===== config.mk =====
export PLATFORM = sky130hd
export DESIGN_NAME = instr_fetch_unit_flat
export DESIGN_NICKNAME = d
export VERILOG_FILES = /design/src/rtl/fetch_pkg.sv /design/src/rtl/fetch_if.sv /design/src/rtl/fetch_fifo.sv /design/src/rtl/instr_fetch_unit.sv /design/src/flat_wrapper.sv
export SDC_FILE = /design/constraint.sdc
export NUM_CORES = 1
export LEC_CHECK = 0
export CORE_UTILIZATION = 40
export DETAILED_ROUTE_END_ITERATION = 12
export SETUP_SLACK_MARGIN = 0.2
export SLEW_MARGIN = 20
export SYNTH_ARGS = -nofsm -noshare
export SYNTH_HDL_FRONTEND = slang
export SYNTH_SLANG_ARGS = --single-unit

===== constraint.sdc =====
create_clock -name i_clk -period 4.53 [get_ports i_clk]
set_input_delay 0.906 -clock i_clk [delete_from_list [all_inputs] [get_ports i_clk]]
set_output_delay 0.906 -clock i_clk [all_outputs]
set_load 0.1 [all_outputs]

===== src/rtl/fetch_pkg.sv =====
// Shared types and PC helpers for the instruction fetch front end.
package fetch_pkg;

    localparam int unsigned ADDR_W  = 64;
    localparam int unsigned INSTR_W = 32;

    typedef enum logic [1:0] {
        IDLE  = 2'd0,
        FETCH = 2'd1,
        FLUSH = 2'd2
    } fetch_state_e;

    typedef struct packed {
        logic [INSTR_W-1:0] instr;
        logic [ADDR_W-1:0]  addr;
    } fetch_entry_t;

    // 32-bit addressing keeps the upper half of every PC at zero
    function automatic logic [ADDR_W-1:0] pc_mask(input logic [ADDR_W-1:0] pc, input logic mode32);
        return mode32 ? {32'h0, pc[31:0]} : pc;
    endfunction

    function automatic logic [ADDR_W-1:0] pc_next(input logic [ADDR_W-1:0] pc, input logic mode32);
        return pc_mask(pc + ADDR_W'(4), mode32);
    endfunction

endpackage


===== src/rtl/fetch_if.sv =====
// Fetch bus bundle: instruction-memory request/response plus the decode-side stream.
interface fetch_if;

    logic                         mem_req_valid;
    logic                         mem_req_ready;
    logic [fetch_pkg::ADDR_W-1:0] mem_req_addr;
    logic                         mem_rsp_valid;
    logic [fetch_pkg::INSTR_W-1:0] mem_rsp_data;
    logic                         instr_valid;
    logic                         instr_ready;
    logic [fetch_pkg::INSTR_W-1:0] instr;
    logic [fetch_pkg::ADDR_W-1:0] instr_addr;

    modport master (
        output mem_req_valid, mem_req_addr, instr_valid, instr, instr_addr,
        input  mem_req_ready, mem_rsp_valid, mem_rsp_data, instr_ready
    );

    modport slave (
        input  mem_req_valid, mem_req_addr, instr_valid, instr, instr_addr,
        output mem_req_ready, mem_rsp_valid, mem_rsp_data, instr_ready
    );

endinterface


===== src/rtl/fetch_fifo.sv =====
// Synchronous instruction buffer of fetch entries with clear, count, full and empty.
module fetch_fifo
    import fetch_pkg::*;
#(
    parameter int unsigned DEPTH = 4
) (
    input  logic                       clk,
    input  logic                       rst_n,
    input  logic                       clear,
    input  logic                       push,
    input  fetch_entry_t               push_data,
    input  logic                       pop,
    output fetch_entry_t               head,
    output logic [$clog2(DEPTH+1)-1:0] count,
    output logic                       full,
    output logic                       empty
);

    localparam int unsigned PTR_W = $clog2(DEPTH);
    localparam int unsigned CNT_W = $clog2(DEPTH + 1);

    fetch_entry_t     mem_q [DEPTH];
    logic [PTR_W-1:0] rd_ptr_q;
    logic [PTR_W-1:0] wr_ptr_q;
    logic [CNT_W-1:0] count_q;
    logic             do_push;
    logic             do_pop;

    function automatic logic [PTR_W-1:0] ptr_inc(input logic [PTR_W-1:0] p);
        return (p == PTR_W'(DEPTH - 1)) ? '0 : p + PTR_W'(1);
    endfunction

    assign full    = (count_q == CNT_W'(DEPTH));
    assign empty   = (count_q == '0);
    assign count   = count_q;
    assign head    = mem_q[rd_ptr_q];
    assign do_pop  = pop && !empty;
    // a full buffer still accepts a word when the head leaves in the same cycle
    assign do_push = push && (!full || do_pop);

    always_ff @(posedge clk or negedge rst_n) begin
        if (!rst_n) begin
            rd_ptr_q <= '0;
            wr_ptr_q <= '0;
            count_q  <= '0;
        end else if (clear) begin
            rd_ptr_q <= '0;
            wr_ptr_q <= '0;
            count_q  <= '0;
        end else begin
            if (do_push) wr_ptr_q <= ptr_inc(wr_ptr_q);
            if (do_pop)  rd_ptr_q <= ptr_inc(rd_ptr_q);
            count_q <= count_q + CNT_W'(do_push) - CNT_W'(do_pop);
        end
    end

    always_ff @(posedge clk) begin
        if (do_push && !clear) mem_q[wr_ptr_q] <= push_data;
    end

endmodule


===== src/rtl/instr_fetch_unit.sv =====
// Fetch front end: PC sequencing, credit-limited memory requests, in-order buffering, redirect flush.
// Optional FETCH_PERF_CNT_EN enables the discarded-word counter on o_flush_cnt.
module instr_fetch_unit
    import fetch_pkg::*;
#(
    parameter logic [ADDR_W-1:0] RESET_ADDR = 64'h0,
    parameter int unsigned       FIFO_DEPTH = 4
) (
    input  logic              i_clk,
    input  logic              i_rst,
    input  logic              i_en,
    input  logic              i_32b_mode,
    input  logic              i_redirect_valid,
    input  logic [ADDR_W-1:0] i_redirect_addr,
    fetch_if.master           bus,
    output logic [31:0]       o_flush_cnt
);

    localparam int unsigned CNT_W    = $clog2(FIFO_DEPTH + 1);
    localparam logic [1:0]  ST_IDLE  = 2'(IDLE);
    localparam logic [1:0]  ST_FETCH = 2'(FETCH);
    localparam logic [1:0]  ST_FLUSH = 2'(FLUSH);

    logic [1:0]        state_q, state_d;
    logic [ADDR_W-1:0] fetch_pc_q, fetch_pc_d;
    logic [ADDR_W-1:0] rsp_pc_q, rsp_pc_d;
    logic [CNT_W-1:0]  outstanding_q, outstanding_d;
    logic [CNT_W-1:0]  drop_q, drop_d;
    logic [CNT_W-1:0]  fifo_count;
    logic              fifo_full;
    logic              fifo_empty;
    fetch_entry_t      head;
    fetch_entry_t      push_entry;
    logic              req_valid_c;
    logic              req_fire, rsp_fire, pop_fire;
    logic              push, drop_now;
    logic [CNT_W:0]    inflight;
    logic [ADDR_W-1:0] redirect_pc;

    assign req_valid_c = (state_q == ST_FETCH) &&
                         (({1'b0, fifo_count} + {1'b0, outstanding_q}) < (CNT_W+1)'(FIFO_DEPTH));
    assign req_fire    = req_valid_c && bus.mem_req_ready;
    assign rsp_fire    = bus.mem_rsp_valid;
    assign pop_fire    = !fifo_empty && bus.instr_ready;
    // words in flight after this edge; every one of them is wrong-path when a redirect lands
    assign inflight    = {1'b0, outstanding_q} + (CNT_W+1)'(req_fire) - (CNT_W+1)'(rsp_fire);
    assign drop_now    = rsp_fire && (drop_q != '0) && !i_redirect_valid;
    assign push        = rsp_fire && (drop_q == '0) && !i_redirect_valid;
    assign redirect_pc = pc_mask(i_redirect_addr & ~ADDR_W'(3), i_32b_mode);
    assign push_entry  = '{instr: bus.mem_rsp_data, addr: rsp_pc_q};

    // Next-state and datapath update
    always_comb begin
        state_d       = state_q;
        fetch_pc_d    = fetch_pc_q;
        rsp_pc_d      = rsp_pc_q;
        drop_d        = drop_q;
        outstanding_d = CNT_W'(inflight);
        if (req_fire) fetch_pc_d = pc_next(fetch_pc_q, i_32b_mode);
        if (push)     rsp_pc_d   = pc_next(rsp_pc_q, i_32b_mode);
        if (drop_now) drop_d     = drop_q - CNT_W'(1);
        case (state_q)
            ST_IDLE:  if (i_en) state_d = ST_FETCH;
            ST_FETCH: if (!i_en) state_d = ST_IDLE;
            ST_FLUSH: if (drop_d == '0) state_d = i_en ? ST_FETCH : ST_IDLE;
            default:  state_d = ST_IDLE;
        endcase
        if (i_redirect_valid) begin
            fetch_pc_d = redirect_pc;
            rsp_pc_d   = redirect_pc;
            drop_d     = CNT_W'(inflight);
            state_d    = (inflight != '0) ? ST_FLUSH : (i_en ? ST_FETCH : ST_IDLE);
        end
    end

    always_ff @(posedge i_clk or negedge i_rst) begin
        if (!i_rst) begin
            state_q       <= ST_IDLE;
            fetch_pc_q    <= RESET_ADDR;
            rsp_pc_q      <= RESET_ADDR;
            outstanding_q <= '0;
            drop_q        <= '0;
        end else begin
            state_q       <= state_d;
            fetch_pc_q    <= fetch_pc_d;
            rsp_pc_q      <= rsp_pc_d;
            outstanding_q <= outstanding_d;
            drop_q        <= drop_d;
        end
    end

    fetch_fifo #(.DEPTH(FIFO_DEPTH)) u_fifo (
        .clk       (i_clk),
        .rst_n     (i_rst),
        .clear     (i_redirect_valid),
        .push      (push),
        .push_data (push_entry),
        .pop       (pop_fire),
        .head      (head),
        .count     (fifo_count),
        .full      (fifo_full),
        .empty     (fifo_empty)
    );

    assign bus.mem_req_valid = req_valid_c;
    assign bus.mem_req_addr  = fetch_pc_q;
    assign bus.instr_valid   = !fifo_empty;
    assign bus.instr         = fifo_empty ? '0 : head.instr;
    assign bus.instr_addr    = fifo_empty ? '0 : head.addr;

`ifdef FETCH_PERF_CNT_EN
    logic [31:0]    flush_cnt_q;
    logic [CNT_W:0] discard_c;
    logic [32:0]    flush_sum_c;

    // Buffered words cleared by a redirect plus responses dropped on the floor
    always_comb begin
        discard_c = '0;
        if (i_redirect_valid)
            discard_c = (CNT_W+1)'(fifo_count) - (CNT_W+1)'(pop_fire) + (CNT_W+1)'(rsp_fire);
        else if (drop_now)
            discard_c = (CNT_W+1)'(1);
        flush_sum_c = {1'b0, flush_cnt_q} + 33'(discard_c);
    end

    always_ff @(posedge i_clk or negedge i_rst) begin
        if (!i_rst) flush_cnt_q <= '0;
        else        flush_cnt_q <= flush_sum_c[32] ? 32'hFFFF_FFFF : flush_sum_c[31:0];
    end

    assign o_flush_cnt = flush_cnt_q;
`else
    assign o_flush_cnt = '0;
`endif

    a_rsp_underflow: assert property (@(posedge i_clk) disable iff (!i_rst)
        !(rsp_fire && (outstanding_q == '0)));
    a_push_full: assert property (@(posedge i_clk) disable iff (!i_rst)
        !(push && fifo_full && !pop_fire));

endmodule


===== src/flat_wrapper.sv =====
// flat-port wrapper written by rule: the top's interface ports become plain ports
module instr_fetch_unit_flat import fetch_pkg::*;
#(
    parameter logic [ADDR_W-1:0] RESET_ADDR = 64'h0,
    parameter int unsigned       FIFO_DEPTH = 4
)
  (i_clk, i_rst, i_en, i_32b_mode, i_redirect_valid, i_redirect_addr, o_flush_cnt, bus_mem_req_valid, bus_mem_req_addr, bus_instr_valid, bus_instr, bus_instr_addr, bus_mem_req_ready, bus_mem_rsp_valid, bus_mem_rsp_data, bus_instr_ready);
  fetch_if bus_i ();
  input  logic i_clk;
  input  logic i_rst;
  input  logic i_en;
  input  logic i_32b_mode;
  input  logic i_redirect_valid;
  input  logic [ADDR_W-1:0] i_redirect_addr;
  output logic [31:0] o_flush_cnt;
  output wire logic [$bits(bus_i.mem_req_valid)-1:0] bus_mem_req_valid;
  output wire logic [$bits(bus_i.mem_req_addr)-1:0] bus_mem_req_addr;
  output wire logic [$bits(bus_i.instr_valid)-1:0] bus_instr_valid;
  output wire logic [$bits(bus_i.instr)-1:0] bus_instr;
  output wire logic [$bits(bus_i.instr_addr)-1:0] bus_instr_addr;
  input wire logic [$bits(bus_i.mem_req_ready)-1:0] bus_mem_req_ready;
  input wire logic [$bits(bus_i.mem_rsp_valid)-1:0] bus_mem_rsp_valid;
  input wire logic [$bits(bus_i.mem_rsp_data)-1:0] bus_mem_rsp_data;
  input wire logic [$bits(bus_i.instr_ready)-1:0] bus_instr_ready;
  assign bus_mem_req_valid = bus_i.mem_req_valid;
  assign bus_mem_req_addr = bus_i.mem_req_addr;
  assign bus_instr_valid = bus_i.instr_valid;
  assign bus_instr = bus_i.instr;
  assign bus_instr_addr = bus_i.instr_addr;
  assign bus_i.mem_req_ready = bus_mem_req_ready;
  assign bus_i.mem_rsp_valid = bus_mem_rsp_valid;
  assign bus_i.mem_rsp_data = bus_mem_rsp_data;
  assign bus_i.instr_ready = bus_instr_ready;
  instr_fetch_unit #(.RESET_ADDR(RESET_ADDR), .FIFO_DEPTH(FIFO_DEPTH)) u_core (.i_clk(i_clk), .i_rst(i_rst), .i_en(i_en), .i_32b_mode(i_32b_mode), .i_redirect_valid(i_redirect_valid), .i_redirect_addr(i_redirect_addr), .bus(bus_i), .o_flush_cnt(o_flush_cnt));
endmodule

* Word-level counts from Yosys, hierarchy flattened
Memory sizes are Yosys's and may differ from the RTL's.
Index checks and enable logic that the tools add are counted.
** Cells by class
- Reduce and logical (&&, ||, !) cells :: 25
- Muxes and demuxes :: 27
- Add/sub/neg operators :: 10
- $lt $le $gt $ge :: 1
- Equal/unequal tests :: 8
** Operators with widths (number)
- two-way mux 64 bit :: 8
- adder 64 x 3 -> 64 bit (second input constant) :: 2
- two-way mux 32 bit :: 1
- two-way mux 2 bit :: 11
- logical AND 1 bit :: 10
- logical NOT 3 bit :: 3
- two-way mux 3 bit :: 3
- nonzero test 2 bit :: 4
- == test 2 bit (second input constant) :: 3
- != test 3 bit (second input constant) :: 2
- case mux 2 bit (3 select lines) :: 1
- adder 2 x 1 -> 2 bit (second input constant) :: 2
- adder 3 x 1 -> 4 bit :: 1
- adder 3 x 3 -> 4 bit :: 1
- less-than comparator 4 x 3 -> 1 bit (second input constant) :: 1
- nonzero test 4 bit :: 1
- subtractor 4 x 1 -> 4 bit :: 1
- adder 3 x 1 -> 3 bit :: 1
- == test 3 bit (second input constant) :: 1
- logical NOT 1 bit :: 3
- two-way mux 1 bit :: 3
- != test 3 x 2 -> 1 bit (second input constant) :: 1
- AND reduction 3 bit :: 1
- nonzero test 3 bit :: 1
- 5 further kinds :: 5
** Storage, ports and cells
- Input port bits :: 104
- Register bits :: 143
- Word-level logic and storage cells :: 80
- Memories :: 1
- RAM bits :: 384
** Memory list
- u_core.u_fifo.mem_q :: depth 4, bits a word 96, read ports 1, clocked after Yosys merged registers in 0, wr ports 1, RTL line fetch_fifo.sv:22 : fetch_entry_t mem_q [DEPTH];

* Logic depth before layout (Yosys ltp)
- Depth after elaboration :: 9
- Gate-level depth with buffers :: 14
- Mapped depth without buffers :: 13

* Cells and area by module
From an unflattened synthesis, not the netlist that was laid out.
** Unflattened totals
- Cells, all modules :: 1627
- Area, all modules :: 23621.4 um^2
** Modules (own cells, without submodules)
- fetch_fifo :: instances 1, sequential area each 11706.2 um^2, cells each 549, area an instance 14274.9 um^2
- instr_fetch_unit :: instances 1, sequential area each 3303.2 um^2, cells each 1078, area an instance 9346.5 um^2

* Worst setup path before layout
Ideal clock, no wire load.
- Kind :: input to register
- Start point :: in bus_mem_rsp_valid
- End point :: mem u_core.u_fifo.mem_q[1][10] (netlist bit) (enable)
- Slack :: 136 ps
- Data arrival time :: 3931 ps
- Setup time :: 463 ps
- Stages :: 4
- Cells stage by stage :: nand3b_1 > clkbuf_1 > nor3_1 > and2_1
** On the way
- Word-level cells in the longest chain between the ends :: 6
** Ends and longest elaborated chain
- start: declaration :: RTL line flat_wrapper.sv:22 : input wire logic [$bits(bus_i.mem_rsp_valid)-1:0] bus_mem_rsp_valid;
- logical AND 1 bit (2 in a row) :: RTL line instr_fetch_unit.sv:48 : assign push = rsp_fire && (drop_q == '0) && !i_redirect_valid;
- logical AND 1 bit :: RTL line fetch_fifo.sv:39 : assign do_push = push && (!full || do_pop);
- logical AND 1 bit :: RTL line fetch_fifo.sv:58 : if (do_push && !clear) mem_q[wr_ptr_q] <= push_data;
- two-way mux 1 bit :: RTL line fetch_fifo.sv:58
- two-way mux 1 bit (implied by the code) :: RTL line fetch_fifo.sv:58
- end: declaration :: RTL line fetch_fifo.sv:22
No other way between the ends.

* Worst setup path after layout
- Start point :: reg u_core.u_fifo.rd_ptr_q[0]
- End point :: out bus_instr_addr[2]
** On the way
- Word-level cells in the longest chain between the ends :: 2
** Ends and longest elaborated chain
- start: declaration :: RTL line fetch_fifo.sv:23 : logic [PTR_W-1:0] rd_ptr_q;
- start signal: assignment :: RTL line fetch_fifo.sv:52 : if (do_pop) rd_ptr_q <= ptr_inc(rd_ptr_q);
- memory (4 x 96 bit)
- two-way mux 64 bit :: RTL line instr_fetch_unit.sv:109 : assign bus.instr_addr = fifo_empty ? '0 : head.addr;
- end: declaration :: RTL line flat_wrapper.sv:20 : output wire logic [$bits(bus_i.instr_addr)-1:0] bus_instr_addr;
No other way between the ends.

==> run metrics <==
status=finished clean; Hold Crit Class=input pin to asynchronous set/reset pin; io pins=298; post-layout util=0.498; #FFs+latches synth=515; crit-path leading delay family=flip-flops; Post-Syn Area=23200 um2; largest cells by area after synthesis=edfxtp_1 49%, dfrtp_1 15%, mux4_2 9.1%; share of flip-flops with an asynchronous set or reset=0.270; Worst-path clk slew=0.07 ns; biggest cell delay along the critical path=0.63 ns; reg-to-reg slack, setup=1.21 ns; Critical Path Stages=4; RR Endpoint=u_core.rsp_pc_q[61]; Worst R2R Start=u_core.rsp_pc_q[4]; DRT Wirelength=61.2 mm; drt initial violations=1091; crit path kind=register to primary output; number of detailed-route iterations in the first pass=5; Worst Path Max Fanout=47; share of the synthesized area in the top cell type=0.486; Req. time, crit path=3.62 ns; PD cells=592 nW/um2; CP max stage cell=dfrtp_4; antenna diode count=0; Top FF cell, synth=edfxtp_1; Fin Clk Skew=0.0130 ns; r2r worst-path depth=6; layout cells sized above 1=0.187; post-synthesis cell count=1628; CTS Root Cell=clkbuf_16; CP startpoint kind=register; period utilisation layout=0.803; total global routing overflow=0; Post-synth EDFFs=376; largest net degree at the start of global routing=94; Final Cell Area=28300 um2; synth unique cells=68; Clock Path Buffers=3; Max-Cap Viols=0; Slew HR=0.288; GP Congestion=0.878; core area=56800 um2; Post-CTS Hold Buffers=0; Max Fclk=0.275 GHz; YS warnings=0; total CTS buffers=54; CP arrival=2.73 ns; DP Wirelength=40.9 mm; critical-path cell list=buf_12 > mux4_2 > and2_1 > buf_4; first-pass GRT wire length=93.1 mm; Period minus WS final=3.64 ns; worst path bufs/invs=2; die span in x=243 um; Post-CTS Setup Inserts=0; PostCTS Resize Cnt=0; CTS tree=built; # nets final=2024; Cells after DPL=2601; Residual DRC=0; Area Growth Syn to Fin=21.8%; syn avg cell area=14.3 um2; Setup crit end kind=primary output; clock latency on the worst-skew pair=0.61 ns; # H-tree levels=2; Detail Route Antenna Nets=0; maximum vdd ir drop=0.394 mV; number of vias per cell=5.59; cell row count=87; Fin. Hold Viols=0; Synth area leader=edfxtp_1; final slew viol count=0; post-synthesis sequential area ratio=0.636; total track usage=0.207; die height=243 um; TritonCTS Sinks=515; RSZ-0062 raised after global routing=false; Layout Cells excl Fill=2702; # port buffers=259; DIE AREA=59000 um2; vias in the first global route=15048; Final Setup Violations=0; vias=15101; overall power=16.8 mW; Worst-Margin Slew=1.05 ns; P_leak=9.79 nW; initial antenna violation count=1; area post-placement=26600 um2; drt wl/cell=22.7 um; Final TNS setup=0 ns; Initial Util=0.409
[cell usage after synthesis (3+ instances only)]
cell      count
a22oi_1      15
clkbuf_1     64
nor3b_1       4
o21a_1        5
a41oi_1       3
o211ai_1     13
nand2b_1      3
and2_1      103
nor2b_1       6
inv_1        24
nand4_1      45
a21oi_1      36
a221o_1       5
nor4_1       34
mux4_2       94
o221ai_1      5
or3_1         8
and4_1        6
a221oi_1      4
and3_1       24
or4_1        10
nor3_1       40
edfxtp_1    376
o21ai_0      53
a32oi_1      10
nor2_1       76
ha_1         17
mux2i_1      34
nand3_1      71
xor2_1       23
xnor2_1      40
dfrtp_1     139
a31oi_1       5
buf_4        36
nand2_1      96
buf_1        17
mux2_2       43
[routing by layer]
layer  wire length (um)  vias to the layer above  track usage
met3               3380                       88       0.0370
li1                   -                     6768            -
met1              27800                     7737        0.297
met4               1430                        2       0.0579
met5                 13                        -            0
met2              28600                      506        0.322
[worst max-delay path by stage]
stage               slack [ns]                 startpoint                      to
finish                    0.89  u_core.u_fifo.rd_ptr_q[0]       bus_instr_addr[2]
global route              0.69     u_core.u_fifo.count[1]      bus_instr_addr[42]
CTS                       0.78     u_core.u_fifo.count[1]      bus_instr_addr[42]
detailed placement        1.07          bus_mem_rsp_valid       u_core.state_q[1]
global placement          1.08          bus_mem_rsp_valid  u_core.u_fifo.count[2]
floorplan                 1.05  u_core.u_fifo.rd_ptr_q[0]            bus_instr[0]
[cell families (layout without fill, tap and decap cells)]
group           Yosys count  in the layout  share of synthesized area
fa+ha+maj                19             19                     0.0109
simple gates            538            538                      0.123
flops                   515            515                      0.636
mux                     171            171                      0.127
buf+inv                 145            428                     0.0294
compound gates          176            176                     0.0497
other cells               1             36                   0.000162
xor+xnor                 63             63                     0.0238
[power breakdown]
group	leakage, nW	switching (mW)	internal (mW)
combinational	3.87	4.87	1.68
sequential	5.08	0.458	5.41
clock	0.838	1.84	2.48
[worst register-to-register path, delay by kind of cell, from the launching register on]
family / cells / cell delay [ns]
flops: 1 / 0.60
compound gates: 1 / 0.18
simple gates: 5 / 2.46
[state kept, by name, indices dropped and copies added (netlist names)]
signal / cells
u_core.bus.mem_req_addr: 62
u_core.drop_q: 3
u_core.outstanding_q: 3
u_core.rsp_pc_q: 62
u_core.state_q: 2
u_core.u_fifo.count: 3
u_core.u_fifo.mem_q: 376
u_core.u_fifo.rd_ptr_q: 2
u_core.u_fifo.wr_ptr_q: 2
[metrics by stage]
step / setup slack (ns) / hold slack (ns)
3_3_place_gp: 1.08 / 0.557
2_1_floorplan: 1.05 / 0.474
6_report: 0.891 / 0.406
4_1_cts: 0.782 / 0.441
3_5_place_dp: 1.07 / 0.579
5_1_grt: 0.695 / 0.453
[layout make-up]
type	count	area [um2]
Clock buffer	80	1510
Clock inverter	21	213
Fill cell	4915	28500
Inverter	26	97.6
Multi-Input combinational cell	1003	7920
Sequential cell	515	14800
Tap cell	756	946
Timing Repair Buffer	301	2820
[layout by cell type, fill, tap and decap left out, types with 40 or more instances in the layout]
| master | netlist | routed |
|---|---|---|
| clkdlybuf4s50_1 | 0 | 162 |
| nor2_1 | 76 | 75 |
| nand3_1 | 71 | 71 |
| xnor2_1 | 40 | 40 |
| buf_4 | 36 | 126 |
| dfrtp_1 | 139 | 137 |
| nand4_1 | 45 | 45 |
| o21ai_0 | 53 | 53 |
| mux2_2 | 43 | 43 |
| edfxtp_1 | 376 | 376 |
| nand2_1 | 96 | 96 |
| mux4_2 | 94 | 94 |
| nor3_1 | 40 | 40 |
| clkbuf_16 | 0 | 54 |
| and2_1 | 103 | 99 |
Note: power is estimated with default switching activity, not from simulation.
